$ cat config.mk
export PLATFORM = sky130hd
export DESIGN_NAME = std_mem_arb_d1
export DESIGN_NICKNAME = d
export VERILOG_FILES = /design/src/rtl/std_mem_arb_d1.sv
export SDC_FILE = /design/constraint.sdc
export NUM_CORES = 1
export LEC_CHECK = 0
export CAP_MARGIN = 20
export CORE_ASPECT_RATIO = 1.75
export CORE_MARGIN = 4
export CORE_UTILIZATION = 40
export DETAILED_ROUTE_END_ITERATION = 6
export MAX_ROUTING_LAYER = met4
export PLACE_DENSITY_LB_ADDON = 0.3
export RECOVER_POWER = 25
export SLEW_MARGIN = 0
export SYNTH_ARGS = -nofsm -noshare
export SYNTH_HDL_FRONTEND = slang
export SYNTH_SLANG_ARGS = --single-unit
$ cat constraint.sdc
create_clock -name clk -period 3.9 [get_ports clk]
set_input_delay 0.585 -clock clk [delete_from_list [all_inputs] [get_ports clk]]
set_output_delay 0.585 -clock clk [all_outputs]
set_load 0.05 [all_outputs]
$ cat src/rtl/std_mem_arb_d1.sv
// Two-requester round-robin arbiter sharing one memory port through an IDLE/ISSUE/WAIT/DONE FSM.
// Optional simulation-only protocol checks are enabled by defining STD_MEM_ARB_CHECK_EN.
module std_mem_arb_d1 #(
   parameter int WIDTH    = 32,
   parameter int SIZE     = 16,
   parameter int IDX_SIZE = 4
) (
   input  logic                clk,
   input  logic                reset,
   input  logic                go0,
   input  logic                go1,
   input  logic [IDX_SIZE-1:0] addr0_0,
   input  logic [IDX_SIZE-1:0] addr0_1,
   input  logic [WIDTH-1:0]    write_data0,
   input  logic [WIDTH-1:0]    write_data1,
   input  logic                write_en0,
   input  logic                write_en1,
   output logic [WIDTH-1:0]    read_data0,
   output logic [WIDTH-1:0]    read_data1,
   output logic                done0,
   output logic                done1,
   output logic [IDX_SIZE-1:0] mem_addr0,
   output logic [WIDTH-1:0]    mem_write_data,
   output logic                mem_write_en,
   input  logic [WIDTH-1:0]    mem_read_data,
   input  logic                mem_done
);

   typedef enum logic [1:0] {IDLE, ISSUE, WAIT, DONE} state_t;

   state_t              r_state;
   logic                r_gnt;
   logic                r_last;
   logic [IDX_SIZE-1:0] r_addr;
   logic [WIDTH-1:0]    r_wdata;
   logic                r_we;
   logic [WIDTH-1:0]    r_rdata;
   logic                r_done0;
   logic                r_done1;
   logic                r_mem_we;

   logic                w_any;
   logic                w_pick;
   logic [IDX_SIZE-1:0] w_addr;
   logic [WIDTH-1:0]    w_wdata;
   logic                w_we;

   assign w_any   = go0 | go1;
   // On a tie the requester that was not served last wins.
   assign w_pick  = (go0 & go1) ? ~r_last : go1;
   assign w_addr  = w_pick ? addr0_1     : addr0_0;
   assign w_wdata = w_pick ? write_data1 : write_data0;
   assign w_we    = w_pick ? write_en1   : write_en0;

   always_ff @(posedge clk or negedge reset) begin
      if (!reset) begin
         r_state  <= IDLE;
         r_gnt    <= 1'b0;
         r_last   <= 1'b1;
         r_addr   <= '0;
         r_wdata  <= '0;
         r_we     <= 1'b0;
         r_rdata  <= '0;
         r_done0  <= 1'b0;
         r_done1  <= 1'b0;
         r_mem_we <= 1'b0;
      end else begin
         r_done0  <= 1'b0;
         r_done1  <= 1'b0;
         r_mem_we <= 1'b0;
         case (r_state)
            IDLE: begin
               if (w_any) begin
                  r_gnt    <= w_pick;
                  r_last   <= w_pick;
                  r_addr   <= w_addr;
                  r_wdata  <= w_wdata;
                  r_we     <= w_we;
                  r_mem_we <= w_we;
                  r_state  <= ISSUE;
               end
            end
            ISSUE: begin
               if (r_we) begin
                  r_state <= WAIT;
               end else begin
                  r_rdata <= mem_read_data;
                  r_done0 <= ~r_gnt;
                  r_done1 <= r_gnt;
                  r_state <= DONE;
               end
            end
            WAIT: begin
               if (mem_done) begin
                  r_done0 <= ~r_gnt;
                  r_done1 <= r_gnt;
                  r_state <= DONE;
               end
            end
            DONE: begin
               r_state <= IDLE;
            end
            default: begin
               r_state <= IDLE;
            end
         endcase
      end
   end

   // The latched request drives the memory port directly, so it holds in IDLE and WAIT.
   assign mem_addr0      = r_addr;
   assign mem_write_data = r_wdata;
   assign mem_write_en   = r_mem_we;
   assign read_data0     = r_rdata;
   assign read_data1     = r_rdata;
   assign done0          = r_done0;
   assign done1          = r_done1;

`ifdef STD_MEM_ARB_CHECK_EN
   always_ff @(posedge clk) begin
      if (reset) begin
         if (r_state == ISSUE && int'(r_addr) >= SIZE)
            $error("std_mem_arb_d1: latched address %0d out of range", r_addr);
         if ((r_state == ISSUE || r_state == WAIT) && !(r_gnt ? go1 : go0))
            $error("std_mem_arb_d1: requester %0d dropped go before done", r_gnt);
         if (mem_done && r_state != WAIT)
            $error("std_mem_arb_d1: mem_done seen outside WAIT");
      end
   end
`else
   // Depth only matters to the range check.
   logic w_unused_size;
   assign w_unused_size = (SIZE > 0);
`endif

endmodule

# After elaboration in Yosys (flattened, before gate mapping)
# Cells that the tools add are included.
# classes
n_eq_ne,5
muxes,16
n_bitwise,5
reduce_logical,4
# ops
cell,n
$mux 32,1
$mux 1,9
$pmux 2 s4,1
$reduce_and 2->1,3
$eq 2x2->1 const B,2
$mux 2,2
$mux 4,1
$ne 2x2->1 const B,2
$pmux 1 s2,2
$not 1->1,3
$eq 2x1->1 const B,1
$logic_not 2->1,1
$and 1x1->1,1
$or 1x1->1,1
# word_totals
ff_bits,76
inputBits,111
output_inout_bits,103
elab_cells,40

# Longest topological paths before layout
# Gate-level depths: netlist of run 1.
# logic_depth
word_depth,5
depth_mapped,7
mapped_depth_nobuf,5

# Worst setup path after synthesis of run 1
# No wires, ideal clock.
# synth_path
kind,register to register
startpoint,register r_state[1]
endpoint,register r_rdata[10] (netlist: read_data0[10])
arrival_time_ns,1.437
required_time_ns,3.775
path_slack_ns,2.338
path_stages_with_launch,7
path_buffers,2
synth_period_minus_slack_ns,1.562
cell_sequence,dfrtp_1 -> inv_1 -> ha_1 -> nor2b_1 -> buf_2 -> buf_2 -> mux2_2
# synth_via
elab_chain_len,2
# synth_rtl
element,line,text
"start, declared",31,state_t r_state;
"start signal, assigned",57,r_state <= IDLE;
"start signal, assigned",80,r_state <= ISSUE;
"start signal, assigned",85,r_state <= WAIT;
$eq 2x1->1,71,case (r_state)
$reduce_and 2->1 (no source line),--,
"end signal, assigned",87,r_rdata <= mem_read_data;
"end, declared",37,logic [WIDTH-1:0] r_rdata;
# No other way between the ends.
# A chain may end at the register's enable or synchronous reset.

# Worst setup path after layout of run 1
# layout_path
startpoint,input port go1
endpoint,register r_wdata[18] (netlist: mem_write_data[18])
# layout_via
elab_chain_len,3
elab_cells_between_ends,5
classes_between,mux (2); bitwise (2); reduce/logical (1)
# layout_rtl
element,line,text
"start, declared",11,"input logic go1,"
$and 1x1->1,50,assign w_pick = (go0 & go1) ? ~r_last : go1;
$mux 1,50,
$mux 32,52,assign w_wdata = w_pick ? write_data1 : write_data0;
"end signal, assigned",77,r_wdata <= w_wdata;
"end, declared",35,logic [WIDTH-1:0] r_wdata;
# Several ways; a longest one is shown, not always the timed one.

==> results.py, run 1 <==
metrics = {
    "clock_tree": {
        "cts_max_path_buffers": 2,
        "insertion_delay_ns": 0.33,
        "clock-sinks": 76,
        "htreeDepth": 3,
        "cts-resized-gates": 0,
        "clk_pin_slew_ns": 0.06,
        "clock-root-buffer": "clkbuf_16",
        "cts_setup_buffers": 0,
        "hold_buffers": 0,
        "cts_tree": "built",
        "cts-buffers-inserted": 9,
    },
    "floorplanning": {
        "core_sq_um": 8615,
        "dieArea_sq_um": 10390,
        "rows": 45,
        "die_w_um": 78.77,
        "floorplan.initialDensity_pct": 40.70,
        "die_h_um": 131.8,
        "boundaryPins": 214,
    },
    "finish": {
        "layout-drive-gt1-share_pct": 10.85,
        "final_net_count": 627,
        "antenna_cells": 0,
        "syn_to_final_growth_pct": 63.35,
    },
    "sta": {
        "worst_slew_pin_slew_ns": 1.834,
        "finalClockSkew_ns": 0.007382,
        "drv_slew": 77,
        "fin_setup_tns_ns": 0,
        "fmax_mhz": 455.8,
        "post-route-min-period_ns": 2.194,
        "setup_violations": 0,
        "hold_viol": 0,
        "relSlewSlack_pct": -22.28,
        "setup_ws_ns": 1.706,
        "fin_crit_sh_pct": 56.26,
        "rsz0062_at_grt": "no",
    },
    "routing": {
        "vias": 3117,
        "drc": 0,
        "first_pass_iters": 4,
        "post_drt_wl_per_cell_um": 15.94,
        "drtAntennaViolNets": 0,
        "wl_mm": 10.09,
        "viasPerCell": 4.924,
        "drt_iter0_markers": 103,
    },
    "worst_setup_path": {
        "crit_top_cell": "a21oi_1",
        "path_buf_inv": 1,
        "max_stage_delay_ns": 0.82,
        "critPathKind": "in -> reg",
        "cp_top_family": "compound AO/OA/AOI/OAI gates",
        "cp_max_fo": 37,
        "crit_path_start_kind": "primary input",
        "slowest_stage": "a21boi_4",
        "ff2ff_setup_slack_ns": 1.89,
        "cp-end-kind": "register",
        "crit_path_cell_trace": "clkdlybuf4s50_1 > a21boi_4 > a21oi_1 > a21oi_1",
        "critPathLaunch": "go1",
        "rr_startpoint": "r_state[1]$_DFFE_PN0P_",
        "arrival_ns": 2.44,
        "required_ns": 4.14,
    },
    "logic_synthesis": {
        "synth_flop_cell": "dfrtp_1",
        "syn_inst": 336,
        "syn_avg_cell_area_sq_um": 10.43,
        "syn_nets": 452,
        "synth_top_area_cell": "dfrtp_1",
        "synth-edff-count": 0,
        "synth.top_cells.by_area": "dfrtp_1 (54%), a21oi_1 (11%), mux2_2 (11%)",
        "syn_area_sq_um": 3506,
        "yosysWarnings": 0,
        "yosysSeqAreaShare_pct": 54.28,
        "yosys.cell_types.count": 25,
        "async_reset_ff_share_pct": 100.0,
        "yosysMostFrequentCell": "a21oi_1",
        "ys_top_cells_by_count": "a21oi_1 (77), dfrtp_1 (75), nor2_1 (40)",
        "ys_ff_latch": 76,
        "synth_top_area_share_pct": 53.53,
    },
    "placed_design": {
        "globalplace.congestion": 0.7868,
        "port_buffers": 213,
        "dp_hpwl_mm": 7.581,
        "pre_cts_slack_ns": 1.415,
    },
    "global_routing": {
        "grt_pass1_vias": 3321,
        "grtUsageTotal_pct": 20.28,
        "antenna_found_initial": 0,
        "grt_overflow": 0,
        "grt_max_degree": 77,
        "grt_pass1_wl_mm": 15.95,
    },
    "run": {
        "maxCapViolations": 1,
    },
    "status": {
        "status": "complete, but fails checks",
        "violations": "capacitance limit, slew limit",
    },
    "hold_path": {
        "hp-start": "r_gnt$_DFFE_PN0P_",
        "hp-class": "reg -> reg",
    },
}
==> state kept, by name, summed over array words and instances (netlist names), 2 cells and up <==
name            count
mem_write_data     32
r_state             2
read_data0         32
mem_addr0           4
==> per-layer routing <==
metal	wire length [um]	GRT usage (%)
met4	342	10.80
met5	0	-
met2	5786	37.09
met3	603	4.378
met1	3354	19.15
==> per-stage QoR <==
stage,cell area [sq um],util (%),cells,hold slack (ns)
2_1_floorplan,3506,-,336,0.2894
3_3_place_gp,5439,63.14,617,0.4619
3_5_place_dp,5439,63.14,617,0.4696
4_1_cts,5729,66.51,633,0.4353
5_1_grt,5727,66.48,633,0.5041
6_report,5727,66.48,633,0.4790
==> layout make-up <==
type / instances / area [sq um]
multi-input combinational: 207 / 1237
inverter: 2 / 7.507
timing repair buffer: 215 / 2142
tap: 117 / 146.4
sequential: 76 / 1903
fill: 698 / 2888
clock buffer: 13 / 270.3
clock inverter: 3 / 20.02
==> placed cells by master, fill, tap and decap left out <==
master and instances:
clkbuf_16 9, nor2_1 40, nor3_1 1, dfrtp_1 75
nor2b_4 1, nor2b_1 1, a21bo_2 1, nand2_1 38
dfstp_2 1, ha_1 5, mux2_2 33, clkbuf_8 3
clkinvlp_4 2, a31oi_1 1, clkinv_2 1, mux2i_1 1
inv_1 2, a2bb2oi_1 1, nor3b_1 1, a22o_1 1
nand2b_1 1, a21oi_1 77, o21ai_2 1, buf_4 2
clkdlybuf4s50_1 212, clkbuf_1 1, o21a_1 1, clkbuf_2 1
a21boi_4 1, a211oi_1 1
==> path summary, 6_finish.rpt <==
check / to / depth (start not counted)
worst max-delay path: mem_write_data[18]$_DFFE_PN0P_ / 4
worst min-delay path: done0$_DFF_PN0_ / 1
worst max register to register: read_data0[8]$_DFFE_PN0P_ / 4
worst min register to register: done0$_DFF_PN0_ / 1
max in group asynchronous: read_data0[0]$_DFFE_PN0P_ / 1
min in group asynchronous: mem_write_data[17]$_DFFE_PN0P_ / 1
==> logic make-up after synthesis <==
kind of cell	Yosys count	share of synthesized area (%)
fa+ha+maj	5	1.784
buf+inv	53	10.74
flops	76	54.28
simple gates	83	9.243
compound gates	85	13.06
mux	34	10.89
==> worst register-to-register path, stage by stage (launching register included) <==
cell and delay (ns):
dfrtp_1 0.41, inv_1 0.14, ha_1 0.16, nor2b_4 0.76, mux2_2 0.44
Power of run 1 is not shown: default switching activity piles up to over one toggle a cycle in this logic, so the estimate is an artifact.
==> inputs of run 2 (changes only) <==
--- a/config.mk
+++ b/config.mk
@@ -8,7 +8,7 @@
 export CAP_MARGIN = 20
 export CORE_ASPECT_RATIO = 1.75
 export CORE_MARGIN = 4
-export CORE_UTILIZATION = 40
+export CORE_UTILIZATION = 34
 export DETAILED_ROUTE_END_ITERATION = 6
 export MAX_ROUTING_LAYER = met4
 export PLACE_DENSITY_LB_ADDON = 0.3
==> constraint.sdc (replaced) <==
create_clock -name clk -period 1.9 [get_ports clk]
set_input_delay 0.285 -clock clk [delete_from_list [all_inputs] [get_ports clk]]
set_output_delay 0.285 -clock clk [all_outputs]
set_load 0.05 [all_outputs]
==> run 2 against run 1 <==
Compared with the run above: the flow now finishes without violations; sequential share of layout area decreased by 0.82 points; cell count increased by 2.8%; first-iteration DRC count down 16%; critical path depth down 3; critical endpoint is now read_data0[25]; routed wire length rose by 4.2%; worst setup slack worse by 1.6 ns; core utilization decreased by 7.6 points; non-clock buffer count rose by 10; register-to-register slack lost 1.6 ns; sequential cell count is the same; clock skew down 0.0027 ns.
==> results.py, run 2 (synthesis results as in run 1) <==
metrics = {
    "status": {
        "status": "finished, final reports clean",
    },
    "worst_setup_path": {
        "cp_top_family": "buffers and inverters",
        "cp-end-kind": "output pin",
        "crit_path_cell_trace": "clkdlybuf4s50_1",
        "path_depth": 1,
        "critPathKind": "reg -> out",
        "rr_startpoint": "r_state[0]$_DFFE_PN0P_",
        "crit_path_start_kind": "register",
        "endpoint": "read_data0[25]",
        "critPathLaunch": "read_data0[25]$_DFFE_PN0P_",
        "cp_max_fo": 3,
        "path_buf_inv": 1,
        "arrival_ns": 1.54,
        "slowest_stage": "clkdlybuf4s50_1",
        "required_ns": 1.62,
        "reg2regPathDepth": 6,
        "r2r_end": "mem_write_data[25]$_DFFE_PN0P_",
        "ff2ff_setup_slack_ns": 0.25,
        "max_stage_delay_ns": 0.84,
    },
    "sta": {
        "fin_crit_sh_pct": 95.80,
        "holdWs_ns": 0.4635,
        "relSlewSlack_pct": 44.58,
        "rsz0062_at_grt": "no",
        "hold_viol": 0,
        "drv_slew": 0,
        "fin_setup_tns_ns": 0,
        "finalClockSkew_ns": 0.004637,
        "setup_violations": 0,
        "setup_ws_ns": 0.07975,
        "fmax_mhz": 549.4,
        "post-route-min-period_ns": 1.820,
        "worst_slew_pin_slew_ns": 0.8313,
    },
    "clock_tree": {
        "cts-buffers-inserted": 9,
        "clock-sinks": 76,
        "clk_pin_slew_ns": 0.06,
        "cts_tree": "built",
        "clock-root-buffer": "clkbuf_16",
        "cts_max_path_buffers": 2,
        "cts_setup_buffers": 0,
        "insertion_delay_ns": 0.33,
        "htreeDepth": 3,
    },
    "power_and_ir_drop": {
        "ir_worst_vdd_mv": 1.063,
        "pwr_density_cell_nw_per_um2": 2247,
        "power.total_mw": 13.19,
        "p_leak_nw": 2.458,
    },
    "placed_design": {
        "dp_hpwl_mm": 8.316,
        "globalplace.congestion": 0.7817,
        "port_buffers": 213,
        "pre_cts_slack_ns": 0.1981,
    },
    "global_routing": {
        "grt_pass1_wl_mm": 15.99,
        "grt_pass1_vias": 3209,
        "grt_max_degree": 34,
        "antenna_found_initial": 0,
        "grt_overflow": 0,
        "grtUsageTotal_pct": 17.57,
    },
    "routing": {
        "viasPerCell": 4.748,
        "wl_mm": 10.51,
        "vias": 3091,
        "post_drt_wl_per_cell_um": 16.14,
        "drt_iter0_markers": 87,
        "first_pass_iters": 4,
        "drtAntennaViolNets": 0,
        "drc": 0,
    },
    "floorplanning": {
        "core_sq_um": 9970,
        "floorplan.initialDensity_pct": 35.17,
        "die_w_um": 84.76,
        "rows": 48,
        "die_h_um": 142.3,
        "boundaryPins": 214,
        "dieArea_sq_um": 12060,
    },
    "finish": {
        "final_common_cell": "clkdlybuf4s50_1",
        "antenna_cells": 0,
        "final_net_count": 637,
        "syn_to_final_growth_pct": 67.49,
        "fin_util_pct": 58.90,
        "fillCellCount": 881,
        "mostFrequentLayoutCells": "clkdlybuf4s50_1 (210), a21oi_1 (77), dfrtp_1 (75), nor2_1 (40), nand2_1 (38)",
        "layout-drive-gt1-share_pct": 12.74,
    },
    "hold_path": {
        "hp-class": "reg -> reg",
        "worst_hold_path.num_cells": 1,
    },
    "run": {
        "maxCapViolations": 0,
    },
}
## run 2: cell types whose count changed in the layout (fill, tap and decap cells not counted), sizes merged
cell,before,now
clkinvlp,2,0
clkinv,1,3
bufinv,0,2
dlygate4sd3,0,1
clkdlybuf4s50,212,210
buf,2,11
## run 2: worst min path at each step
stage / from / to / slack [ns]
final: r_gnt$_DFFE_PN0P_ / done0$_DFF_PN0_ / 0.46
after global routing: write_data0[21] / mem_write_data[21]$_DFFE_PN0P_ / 0.49
after CTS: reset / read_data0[26]$_DFFE_PN0P_ / 0.47
after detailed placement: reset / mem_write_data[4]$_DFFE_PN0P_ / 0.27
after global placement: reset / read_data0[26]$_DFFE_PN0P_ / 0.26
after floorplan: reset / done0$_DFF_PN0_ / -0.01
## run 2: metrics by stage
| stage | std cells | cell area (sq um) |
|---|---|---|
| 2_1_floorplan | 336 | 3506 |
| 3_3_place_gp | 634 | 5562 |
| 3_5_place_dp | 634 | 5562 |
| 4_1_cts | 651 | 5889 |
| 5_1_grt | 651 | 5872 |
| 6_report | 651 | 5872 |
## run 2: timing repair
| item | in CTS | in global routing |
|---|---|---|
| hold buffers | 1 | 0 |
| endpoints found under the hold margin | 30 | 0 |
| gates resized for setup | 0 | 0 |
| setup endpoints to repair | 0 | 0 |
## run 2: layout make-up
cell class              instances  area, sq um  area share, %
flip-flops and latches         76         1903          32.41
well taps                     125        156.4          2.664
multi-input cells             207         1237          21.07
clock inverters                 5        75.07          1.279
clock buffers                  11        242.7          4.134
repair buffers                225         2250          38.31
inverters                       2        7.507         0.1279
## run 2: worst register-to-register path, stage by stage (launching register included)
cell and delay [ns]:
dfrtp_1 0.41, inv_1 0.13, ha_1 0.33, o21a_1 0.19, buf_4 0.28, nor2_1 0.09
a21oi_1 0.13
## run 2: per-layer routing
metal | track usage (%) | vias up | wire length, um
met2 | 32.63 | 125 | 6069
met4 | 7.006 | 0 | 235
li1 | - | 1464 | -
met3 | 3.418 | 14 | 614
met5 | - | - | 0
met1 | 17.80 | 1488 | 3586
## run 2: power breakdown
group	internal (mW)	total (mW)	switching, mW	leakage (nW)
combinational	2.93	8.40	5.47	1.43
clock	1.18	1.80	0.625	0.159
sequential	2.46	2.99	0.538	0.872
total	6.56	13.2	6.63	2.46
Power figures use the tool's default switching activity.
==> edit (settings of run 2) <==
The parameter `IDX_SIZE` goes from 4 to 8.
--- a/src/rtl/std_mem_arb_d1.sv
+++ b/src/rtl/std_mem_arb_d1.sv
@@ -4,5 +4,5 @@
    parameter int WIDTH    = 32,
    parameter int SIZE     = 16,
-   parameter int IDX_SIZE = 4
+   parameter int IDX_SIZE = 8
 ) (
    input  logic                clk,
Ports: changed (resized addr0_0, addr0_1 and mem_addr0); port bits go from 214 to 226. The function was not compared with the original's and may differ.
==> edit against run 2 <==
Synthesized area rose by 4.6%; total power increased by 2.7%; setup slack worse by 0.00053 ns; sequential cell count rose by 4; clock skew rose by 0.0013 ns; sequential power increased by 5%; routed wire length increased by 5.9%; design area up 5.1%; via count increased by 6.4%; largest cell class unchanged.
==> edit: results (changes against run 2) <==
[min_path]
min_from=r_gnt$_DFFE_PN0P_
holdCritPathClass=reg2reg

[logic_synthesis]
synth_common_cells=85 x a21oi_1, 79 x dfrtp_1, 44 x nor2_1, 42 x nand2_1
seq_area_frac_synth_pct=54.6  ; +0.36 points
synth_area_leaders=dfrtp_1 54%, a21oi_1 12%, mux2_2 10%, buf_4 6.8%, nor2_1 4.5%
async_reset_ff_share_pct=100  ; unchanged
ys_warn_count=0  ; unchanged
yosysTopAreaCell=dfrtp_1
syn_nets=485  ; +7.3%
yosysUniqueCellTypes=24  ; -4.0%

[clock_network]
clk_path_buf_depth=2  ; unchanged
cts.reportedPaths.clkPinSlew_ns=0.06  ; about the same
htreeDepth=3  ; unchanged
cts_made_buffers=9  ; unchanged
root_buffer=clkbuf_16
post_cts_buffers=0  ; unchanged
worstSkewPairLatency_ns=0.32

[routing]
routed_wl_um=11100  ; +5.9%
via_per_inst=4.80  ; +1.1%
dr.pass1.iters=4  ; unchanged
drtIter0Drc=90  ; +3.4%

[setup_path]
max_stage_delay_ns=0.83
crit_fanout=3  ; unchanged
startpoint=read_data0[18]$_DFFE_PN0P_
reg2reg_from=r_state[0]$_DFFE_PN0P_
crit_family=buffers and inverters
crit_arrival_ns=1.54  ; about the same
cp_slowest_cell=clkdlybuf4s50_1

[global_routing]
grt_pass1_vias=3445  ; +7.4%
grt_pass1_wl_um=17100  ; +7.2%
grt_usage_pct=17.9  ; +0.33 points
grt_max_degree=47  ; +38%
antenna_found_initial=0  ; unchanged

[pwr]
ir_drop_v=0.00141  ; +33%
p_leak_uw=0.00257  ; +4.5%

[layout]
n_antenna_cell=0  ; unchanged
drive_gt1_share_pct=11.5  ; -1.3 points
nNetsFinal=677  ; +6.3%

[timing]
clock_skew_ns=0.00598  ; +0.00135 ns
relSlewSlack_pct=24.6  ; -20 points

[placement]
globalplace.congestion=0.748  ; -4.4%
numPortBuffers=225  ; +5.6%
dp_hpwl_um=8740  ; +5.1%

[outcome]
status=completed

[edit: changes by cell type after synthesis, sizes merged]
| cell | delta |
|---|---|
| buf | +6 |
| a21oi | +8 |
| nor2 | +4 |
| dfrtp | +4 |
| clkbuf | -1 |
| nand2 | +4 |
[edit: layout make-up]
type                            count  area, um2
Tap cell                          127        159
Clock buffer                       14        274
Multi-Input combinational cell    223       1320
Timing Repair Buffer              237       2400
Fill cell                         922       4250
Inverter                            2       7.51
Sequential cell                    80       2000
Clock inverter                      2       12.5
[edit: what timing repair did]
action	CTS	global route
gates resized for setup	0	0
endpoints found under the hold margin	43	0
hold buffers	1	0
[edit: per-layer routing]
metal	wire (um)	track usage, %	vias to the layer above
met5	0	-	-
met2	6380	32.9	138
met1	3720	18.1	1577
li1	-	-	1555
met3	693	3.12	18
met4	329	7.25	0
[edit: metrics by stage]
step	hold WS [ns]	instance area, um2	setup slack (ns)	cells
final	0.480	6170	0.0792	685
after global routing	0.498	6170	0.0241	685
after CTS	0.484	6190	0.0528	685
after detailed placement	0.334	5890	0.174	668
after global placement	0.332	5890	0.268	668
after floorplan	-0.0106	3670	0.338	361
[edit: path summary, 6_finish.rpt]
kind | endpoint | cells after the start | slack, ns
setup reg to reg | mem_write_data[11]$_DFFE_PN0P_ | 6 | 0.26
min in group asynchronous | mem_write_data[11]$_DFFE_PN0P_ | 2 | 0.71
setup / recovery | read_data1[18] | 1 | 0.08
hold / removal | done0$_DFF_PN0_ | 1 | 0.48
hold reg to reg | done0$_DFF_PN0_ | 1 | 0.48
max in group asynchronous | mem_write_data[15]$_DFFE_PN0P_ | 3 | 0.32
[edit: cell families after synthesis]
group,share of synthesized area [%]
AOI/OAI and AO/OA,13.5
adders and majority gates,1.71
buffers and inverters,10.1
DFF,54.6
muxes,10.4
and+or+nand+nor,9.66
[edit: power breakdown]
group	leakage, uW	internal (uW)	switching (uW)	total, uW
clock network	0.000139	991	630	1620
logic	0.00151	3080	5710	8790
registers	0.000916	2580	558	3140
